==> src/rtl/hd_result_packer_pkg.sv <==
// Shared widths and types for the kernel result packer.
// Latency: n/a (types and constants only).
// Backpressure: n/a.
package hd_pkg;

    localparam int HD_DATA_W = 8;
    localparam int HD_LANES  = 4;

    typedef logic [HD_DATA_W-1:0]          hd_word_t;
    typedef logic [$clog2(HD_LANES)-1:0]   hd_lane_idx_t;
    typedef logic [HD_DATA_W*HD_LANES-1:0] hd_packed_t;

endpackage

==> src/rtl/hd_result_packer_if.sv <==
// Input result stream and packed output stream of the result packer.
// Latency: n/a (wiring only).
// Backpressure: valid/ready on both sides; the slave modport is the packer's view.
// Signals: in_valid/in_ready/in_data/in_last (kernel -> packer),
//          out_valid/out_ready/out_data/out_keep/out_last (packer -> consumer).
interface hd_result_packer_if import hd_pkg::*; #(
    parameter int DATA_W = HD_DATA_W,
    parameter int LANES  = HD_LANES
) ();

    logic                      in_valid;
    logic                      in_ready;
    logic [DATA_W-1:0]         in_data;
    logic                      in_last;
    logic                      out_valid;
    logic                      out_ready;
    logic [DATA_W*LANES-1:0]   out_data;
    logic [LANES-1:0]          out_keep;
    logic                      out_last;

    modport slave (
        input  in_valid, in_data, in_last, out_ready,
        output in_ready, out_valid, out_data, out_keep, out_last
    );

    modport master (
        output in_valid, in_data, in_last, out_ready,
        input  in_ready, out_valid, out_data, out_keep, out_last
    );

endinterface

==> src/rtl/hd_result_packer_out_reg.sv <==
// Output holding register: loads a word, drains it on ready, holds it otherwise.
// Latency: one cycle from load to valid.
// Backpressure: contents frozen while valid && !ready; a load in the drain cycle replaces the word.
// Ports: clk, rst, load/load_data/load_keep/load_last in; drain_ready in;
//        out_valid/out_data/out_keep/out_last out.
module hd_out_reg #(
    parameter int W = 32,
    parameter int K = 4
) (
    input  logic         clk,
    input  logic         rst,
    input  logic         load,
    input  logic [W-1:0] load_data,
    input  logic [K-1:0] load_keep,
    input  logic         load_last,
    input  logic         drain_ready,
    output logic         out_valid,
    output logic [W-1:0] out_data,
    output logic [K-1:0] out_keep,
    output logic         out_last
);

    always_ff @(posedge clk) begin
        if (rst) begin
            out_valid <= 1'b0;
            out_data  <= '0;
            out_keep  <= '0;
            out_last  <= 1'b0;
        end else if (load) begin
            out_valid <= 1'b1;
            out_data  <= load_data;
            out_keep  <= load_keep;
            out_last  <= load_last;
        end else if (out_valid && drain_ready) begin
            out_valid <= 1'b0;
        end
    end

endmodule

==> src/rtl/hd_result_packer.sv <==
// Packs LANES consecutive kernel results little-endian into one word with keep/last, counts words sent.
// Latency: one cycle from the closing input handshake to out_valid.
// Backpressure: in_ready = !out_valid || out_ready; assembly holds while the output is stalled.
// Ports: clk, rst (sync, active-high), bus (slave: input and output streams), words_sent.
module hd_result_packer import hd_pkg::*; #(
    parameter int DATA_W = HD_DATA_W,
    parameter int LANES  = HD_LANES,
    parameter int CNT_W  = 16
) (
    input  logic              clk,
    input  logic              rst,
    hd_result_packer_if.slave bus,
    output logic [CNT_W-1:0]  words_sent
);

    localparam int IDX_W = $clog2(LANES);

    logic [IDX_W-1:0]        idx;
    logic [DATA_W*LANES-1:0] asm_data;
    logic [LANES-1:0]        asm_keep;
    logic [DATA_W*LANES-1:0] word_d;
    logic [LANES-1:0]        keep_d;
    logic                    accept;
    logic                    close;

    assign bus.in_ready = !bus.out_valid || bus.out_ready;
    assign accept       = bus.in_valid && bus.in_ready;
    assign close        = accept && ((idx == IDX_W'(LANES - 1)) || bus.in_last);

    // Assembly contents with the current result merged into lane idx; this is
    // both the next assembly state and, on close, the word handed to the output.
    always_comb begin
        word_d = asm_data;
        keep_d = asm_keep;
        for (int k = 0; k < LANES; k++) begin
            if (idx == IDX_W'(k)) begin
                word_d[k*DATA_W +: DATA_W] = bus.in_data;
                keep_d[k]                  = 1'b1;
            end
        end
    end

    always_ff @(posedge clk) begin
        if (rst) begin
            idx        <= '0;
            asm_data   <= '0;
            asm_keep   <= '0;
            words_sent <= '0;
        end else begin
            if (accept) begin
                if (close) begin
                    idx      <= '0;
                    asm_data <= '0;
                    asm_keep <= '0;
                end else begin
                    idx      <= idx + 1'b1;
                    asm_data <= word_d;
                    asm_keep <= keep_d;
                end
            end
            if (bus.out_valid && bus.out_ready) begin
                words_sent <= words_sent + 1'b1;
            end
        end
    end

    hd_out_reg #(
        .W (DATA_W*LANES),
        .K (LANES)
    ) u_out_reg (
        .clk         (clk),
        .rst         (rst),
        .load        (close),
        .load_data   (word_d),
        .load_keep   (keep_d),
        .load_last   (bus.in_last),
        .drain_ready (bus.out_ready),
        .out_valid   (bus.out_valid),
        .out_data    (bus.out_data),
        .out_keep    (bus.out_keep),
        .out_last    (bus.out_last)
    );

endmodule

==> src/flat_wrapper.sv <==
// flat-port wrapper written by rule: the top's interface ports become plain ports
module hd_result_packer_flat import hd_pkg::*;
#(
    parameter int DATA_W = HD_DATA_W,
    parameter int LANES  = HD_LANES,
    parameter int CNT_W  = 16
)
  (clk, rst, words_sent, bus_in_valid, bus_in_data, bus_in_last, bus_out_ready, bus_in_ready, bus_out_valid, bus_out_data, bus_out_keep, bus_out_last);
  hd_result_packer_if #(.DATA_W(DATA_W), .LANES(LANES)) bus_i ();
  input  logic clk;
  input  logic rst;
  output logic [CNT_W-1:0] words_sent;
  input wire logic [$bits(bus_i.in_valid)-1:0] bus_in_valid;
  input wire logic [$bits(bus_i.in_data)-1:0] bus_in_data;
  input wire logic [$bits(bus_i.in_last)-1:0] bus_in_last;
  input wire logic [$bits(bus_i.out_ready)-1:0] bus_out_ready;
  output wire logic [$bits(bus_i.in_ready)-1:0] bus_in_ready;
  output wire logic [$bits(bus_i.out_valid)-1:0] bus_out_valid;
  output wire logic [$bits(bus_i.out_data)-1:0] bus_out_data;
  output wire logic [$bits(bus_i.out_keep)-1:0] bus_out_keep;
  output wire logic [$bits(bus_i.out_last)-1:0] bus_out_last;
  assign bus_i.in_valid = bus_in_valid;
  assign bus_i.in_data = bus_in_data;
  assign bus_i.in_last = bus_in_last;
  assign bus_i.out_ready = bus_out_ready;
  assign bus_in_ready = bus_i.in_ready;
  assign bus_out_valid = bus_i.out_valid;
  assign bus_out_data = bus_i.out_data;
  assign bus_out_keep = bus_i.out_keep;
  assign bus_out_last = bus_i.out_last;
  hd_result_packer #(.DATA_W(DATA_W), .LANES(LANES), .CNT_W(CNT_W)) u_core (.clk(clk), .rst(rst), .bus(bus_i), .words_sent(words_sent));
endmodule
==> config.mk <==
export PLATFORM = sky130hd
export DESIGN_NAME = hd_result_packer_flat
export DESIGN_NICKNAME = d
export VERILOG_FILES = /design/src/rtl/hd_result_packer_pkg.sv /design/src/rtl/hd_result_packer_if.sv /design/src/rtl/hd_result_packer_out_reg.sv /design/src/rtl/hd_result_packer.sv /design/src/flat_wrapper.sv
export SDC_FILE = /design/constraint.sdc
export NUM_CORES = 1
export LEC_CHECK = 0
export ABC_CLOCK_PERIOD_IN_PS = 2050
export CAP_MARGIN = 20
export CORE_MARGIN = 2
export CORE_UTILIZATION = 24
export CTS_CLUSTER_DIAMETER = 100
export DETAILED_ROUTE_END_ITERATION = 12
export PLACE_DENSITY = 0.48
export SYNTH_ARGS = -nofsm -noshare
export SYNTH_HDL_FRONTEND = slang
export SYNTH_HIERARCHICAL = 1
export SYNTH_SLANG_ARGS = --single-unit
==> constraint.sdc <==
create_clock -name clk -period 2.05 [get_ports clk]
set_input_delay 0.5125 -clock clk [delete_from_list [all_inputs] [get_ports clk]]
set_output_delay 0.5125 -clock clk [all_outputs]
set_load 0.03 [all_outputs]
==> impl_metrics.yaml <==
sta:
  drv_slew: 0
  final.setup.worst_slack_ps: 70.94
  finalHoldViolCount: 0
  slew_headroom_pct: 65.58
  skew_ps: 10.09
  period_share_pct: 96.54
  setup_viol: 0
  worst_pin_slew_ps: 516.3
  fmax_mhz: 505.3
  min_period_ps: 1979
  rsz0062_at_grt: "false"
  fin_setup_tns_ps: 0
  hold_ws_ps: 430.0
clock_tree:
  cts_hold_buf: 0
  h-tree-depth: 3
  post_cts_buffers: 0
  path_clk_slew_ps: 60
  root_buffer: "clkbuf_16"
  clock_latency_ps: 340
  clkSinkCount: 92
  cts_tree: "yes"
  numCtsBuffers: 9
  cts_buffer_depth: 2
global_route:
  grt_pass1_vias: 2767
  grt_usage_pct: 11.20
  grt_overflow: 0
  antenna_found_initial: 0
  grt_max_degree: 56
  grt_pass1_wl_mm: 14.42
placement:
  dpl-instance-area_um2: 4696
  portBuffers: 67
  dp_hpwl_mm: 5.996
  gp_congestion: 0.7554
  pre_cts_ws_ps: -183.7
pwr:
  p_per_area_nw_per_um2: 772.7
  worst_ir_drop_vdd_mv: 0.4455
  p_leak_nw: 1.905
cells_and_area:
  utilization_pct: 32.73
  fin_area_um2: 4995
  drive_above_1_share_pct: 17.19
  area_growth_pct: 33.02
  antenna_cells: 0
  nFillCells: 1574
  final_nets: 461
floorplanning:
  chipHeight_um: 129.1
  die_w_um: 129.1
  fp-row-count: 45
  initial_core_util_pct: 24.61
  ios: 68
  die_area_um2: 16660
  core-area_um2: 15260
worst_setup_path:
  end_kind: "output pin"
  cp_max_fo: 6
  path_cells: "clkdlybuf4s50_1"
  start_kind: "flop"
  cp_slowest_cell: "clkdlybuf4s50_1"
  reg2reg_from: "u_core/words_sent[6]"
  crit_type: "flop to output pin"
  crit_family: "buffers and inverters"
  startpoint: "u_core/words_sent[4]"
  crit_path_max_incr_delay_ps: 710
  critical_path_required_ps: 1540
  arrival_ps: 1470
  cp_num_buf_inv: 1
synthesis:
  syn_nets: 393
  ys_types: 37
  synth_cells: 375
  ys_warn_count: 6
  yosysSeqAreaShare_pct: 49.05
  syn-cell-area_um2: 3755
  ys_seq_elements: 92
  synth_area_per_cell_um2: 10.01
detailed_routing:
  drc: 0
  viasPerCell: 4.273
  ant_nets: 0
  routedWlPerCell_um: 13.54
  first_iter_violations: 160
  vias: 2816
  dr.pass1.iters: 4
  routed_wl_mm: 8.920
hold_path:
  hp-start: "rst"
  hold_class: "input port to flop"
flow_run:
  cap_violations: 0
outcome:
  outcome: "finished, final reports clean"
-- cell usage after synthesis --
master | number | share of area (%)
a21o_1 | 1 | 0.20
a21oi_1 | 11 | 1.5
a22oi_1 | 24 | 4.8
a31o_2 | 1 | 0.23
and2_1 | 10 | 1.7
and3_1 | 1 | 0.17
and4_1 | 2 | 0.47
buf_12 | 2 | 1.1
buf_2 | 2 | 0.27
buf_4 | 1 | 0.20
buf_6 | 1 | 0.30
clkbuf_1 | 17 | 1.7
dfxtp_1 | 92 | 49
ha_1 | 5 | 1.7
inv_1 | 5 | 0.50
inv_2 | 1 | 0.10
mux2_2 | 32 | 9.6
mux2i_1 | 37 | 9.9
nand2_1 | 11 | 1.1
nand2b_1 | 2 | 0.33
nand3_1 | 4 | 0.53
nand4_1 | 3 | 0.50
nand4_2 | 1 | 0.33
nor2_1 | 79 | 7.9
nor3_1 | 3 | 0.40
nor3b_1 | 1 | 0.20
nor4_1 | 1 | 0.17
o21ai_0 | 2 | 0.27
o31ai_1 | 1 | 0.20
or2_2 | 5 | 0.83
or3_1 | 1 | 0.17
or3_2 | 1 | 0.20
or3_4 | 1 | 0.30
or4_1 | 1 | 0.20
or4b_2 | 1 | 0.27
xnor2_1 | 6 | 1.4
xor2_1 | 6 | 1.4
-- metal layers --
layer | GRT usage [%] | share of wire [%] | up-vias
met4 | 3.261 | 1.1 | 0
li1 | - | - | 1424
met2 | 18.18 | 46 | 60
met1 | 14.19 | 48 | 1324
met3 | 3.799 | 4.3 | 8
met5 | 0 | 0 | -
-- final cells by class --
| class | count | area (µm²) | share of cell area [%] |
|---|---|---|---|
| sequential | 92 | 1843 | 36.90 |
| timing repair buffer | 80 | 807.0 | 16.16 |
| clock buffer | 9 | 225.2 | 4.509 |
| inverter | 6 | 22.52 | 0.4509 |
| multi-input combinational | 254 | 1768 | 35.40 |
| clock inverter | 7 | 65.06 | 1.303 |
| tap | 211 | 264.0 | 5.286 |
-- cell usage in the layout, fill, tap and decap left out, drive strengths merged, types with 5 or more instances in the layout --
master         instances
dfxtp                 92
nor2                  79
clkdlybuf4s50         60
mux2i                 37
mux2                  32
a22oi                 24
buf                   15
nand2                 11
a21oi                 11
and2                  10
inv                   10
clkbuf                 9
xnor2                  6
xor2                   6
or2                    5
ha                     5
-- power by group --
| part | internal [mW] | total (mW) | switching, mW | leakage (nW) |
|---|---|---|---|---|
| registers | 1.82 | 1.85 | 0.0226 | 0.744 |
| logic | 0.173 | 0.390 | 0.217 | 1.02 |
| clock network | 0.852 | 1.62 | 0.772 | 0.140 |
-- worst paths after layout --
check	end	slack (ps)	depth (start not counted)
min reg2reg	u_core/asm_data[28]	460	1
max	words_sent[4]	70	1
min	u_core/u_out_reg/out_data[23]	430	2
max reg2reg	u_core/words_sent[15]	280	4
-- kinds of logic after synthesis --
logic type,share of synthesized area (%)
compound gates,7.164
simple gates,15.73
flops,49.05
xor+xnor,2.799
fa+ha+maj,1.666
mux,19.46
buf+inv,4.132
-- flip-flops by register name, summed over array words and instances, names as in the netlist --
| register | count |
|---|---|
| u_core/u_out_reg/out_data | 32 |
| u_core/asm_data | 32 |
| u_core/words_sent | 16 |
| u_core/u_out_reg/out_valid | 1 |
| u_core/u_out_reg/out_last | 1 |
| u_core/u_out_reg/out_keep | 4 |
| u_core/idx | 2 |
| u_core/asm_keep | 4 |
-- what timing repair did --
action	in CTS	in global routing
cloned	0	0
hold endpoints to repair	0	0
setup endpoints to repair	1	4
resized for setup	1	4
-- worst reg2reg max path: cells and delay by family, from the launching register on --
kind            cells  cell delay, ps
simple gates        3            1110
flops               1             450
compound gates      1             150
-- through the flow --
stage          instances  power, mW
2_1_floorplan        375      2.141
3_3_place_gp         643      2.275
3_5_place_dp         643      2.281
4_1_cts              659      3.935
5_1_grt              659      4.036
6_report             659      3.860
No activity file was read; power rests on OpenSTA's default activity.
==> RTL change, RTL diff (same flow settings) <==
Reset style: asynchronous (`rst`), changed in 2 clocked blocks.
--- a/src/rtl/hd_result_packer_out_reg.sv
+++ b/src/rtl/hd_result_packer_out_reg.sv
@@ -20,7 +20,7 @@
     output logic         out_last
 );
 
-    always_ff @(posedge clk) begin
+    always_ff @(posedge clk or posedge rst) begin
         if (rst) begin
             out_valid <= 1'b0;
             out_data  <= '0;
--- a/src/rtl/hd_result_packer.sv
+++ b/src/rtl/hd_result_packer.sv
@@ -40,7 +40,7 @@
         end
     end
 
-    always_ff @(posedge clk) begin
+    always_ff @(posedge clk or posedge rst) begin
         if (rst) begin
             idx        <= '0;
             asm_data   <= '0;
Formal check against the unedited RTL: differs if rst is asserted again (counterexample within 4 cycles, from zero or initial values and one cycle with rst high); with rst held inactive, the same outputs for 10 cycles.
==> RTL change against the unedited design <==
- area after synthesis grew 6.8%
- fmax shrank 0.12%
- final area grew 7.8%
- routed wire length grew 5.3%
- sequential cell count is the same
- setup slack lost 0.0023 ns
- sequential share of layout area grew 5.9 points
- critical endpoint is now words_sent[3]
- largest cell class unchanged
- synthesized cell count shrank 26%
- critical path type unchanged
Power is not compared: it rests on default switching activity, and its combinational part moved more than twofold at a synthesized area within 25%.
==> RTL change: results (changes against the unedited design) <==
| Parameter | This run | Delta |
|:---|:---|:---|
| Number of cells on the worst hold path | 1 | -1 |
| Skew final | 0.006435 ns | -0.003658 ns |
| Complex-gate fraction of the synthesized area | 6.238% | -0.93 points |
| Leakage power | 2.493 nW |  |
| DRT Wirelength | 9397 µm | +5.3% |
| Multiplexer share of the synthesized area | 21.43% | +2.0 points |
| Main synth FF type | sky130_fd_sc_hd__dfrtp_1 |  |
| Worst flop-to-flop path endpoint | u_core/u_out_reg/out_data[16]$_DFFE_PP0P_ |  |
| Capture endpoint of the worst hold path | u_core/words_sent[15]$_DFFE_PP0P_ |  |
| Post-Synth Adder-Cell Area | 1.560% | -0.11 points |
| Launching point of the worst reg2reg path | u_core/idx[0]$_DFFE_PP0P_ |  |
| Via count of the first global-routing pass | 2628 | -5.0% |
| DRC violation total after the first TritonRoute iteration | 98 | -39% |
| Pin count of the biggest net entering global routing | 39 | -30% |
| Mean instance size in the synthesized netlist | 14.43 µm² | +44% |
| GR Util All Layers | 11.28% | +0.081 points |
| Cell Count, Final, Fillers Out | 584 | -11% |
| Net Count, Synth | 296 | -25% |
| Status | finished, final reports clean |  |
| Area contributors post-synth | sky130_fd_sc_hd__dfrtp_1 (57%), sky130_fd_sc_hd__mux2_2 (14%), sky130_fd_sc_hd__mux2_4 (7.1%), sky130_fd_sc_hd__a22o_1 (5.7%), sky130_fd_sc_hd__xnor2_1 (2.4%) |  |
| Post-synthesis xor/xnor area fraction | 3.275% | +0.48 points |
| Post-layout net count | 378 | -18% |
| Detailed placement HPWL | 6375 µm | +6.3% |
| Number of unique standard cell types used by synthesis | 26 | -30% |
| Placed cells | 569 | -12% |
| Hold Path Class | flip-flop to flip-flop |  |
| Maximum fanout encountered on the critical timing path | 5 | -1 |
| Via count | 2497 | -11% |
| Portion of the post-synthesis area used by sequential elements | 57.39% | +8.3 points |
| Most frequent cells after synthesis | sky130_fd_sc_hd__dfrtp_1 (92), sky130_fd_sc_hd__mux2_2 (51), sky130_fd_sc_hd__a22o_1 (26), sky130_fd_sc_hd__mux2_4 (19), sky130_fd_sc_hd__xnor2_1 (11) |  |
| Worst setup startpoint | u_core/words_sent[3]$_DFFE_PP0P_ |  |
| Setup slack of the worst register-to-register path | 0.19 ns | -0.09 ns |
[RTL change: layer usage]
metal	global-route usage (%)	wire length [µm]
met5	0	0
met3	3.463	381
met1	14.54	4433
met2	18.01	4453
met4	3.901	129
[RTL change: timing repair]
action | in CTS | in global routing
pin swaps | 0 | 0
hold endpoints to repair | 0 | 0
resized for setup | 1 | 3
setup endpoints to repair | 1 | 3
[RTL change: through the flow]
stage | setup WS, ns | hold slack (ns) | area [µm²] | util [%]
after floorplan | 0.06895 | 0.4442 | 4011 | -
after global placement | -0.1605 | 0.4601 | 5075 | 30.82
after detailed placement | -0.1451 | 0.4619 | 5075 | 30.82
after CTS | 0.02737 | 0.4736 | 5378 | 32.66
after global routing | 0.006997 | 0.4823 | 5385 | 32.71
final | 0.06865 | 0.4701 | 5385 | 32.71
[RTL change: cells by family (layout without fill, tap and decap cells)]
kind of cell,Yosys count,count (layout)
buffers and inverters,21,107
and+or+nand+nor,45,45
AOI/OAI and AO/OA,30,30
xor gates and xnor gates,15,15
DFF,92,92
adders and majority gates,5,5
muxes,70,70
[RTL change: final cells by class]
cell class                 instances  area, µm²
clock buffer                      14      274.0
inverter                           8      30.03
fill                            1633      11080
timing repair buffer              84      889.6
sequential                        92       2302
multi-input combinational        165       1584
clock inverter                     1      30.03
tap                              220      275.3
[RTL change: how the worst max path moves through the flow]
stage | endpoint | slack [ns]
3_5_place_dp | u_core/u_out_reg/out_data[1]$_DFFE_PP0P_ | -0.15
2_1_floorplan | u_core/u_out_reg/out_data[18]$_DFFE_PP0P_ | 0.07
4_1_cts | words_sent[0] | 0.03
5_1_grt | words_sent[3] | 0.007
6_report | words_sent[3] | 0.07
3_3_place_gp | u_core/u_out_reg/out_data[8]$_DFFE_PP0P_ | -0.16
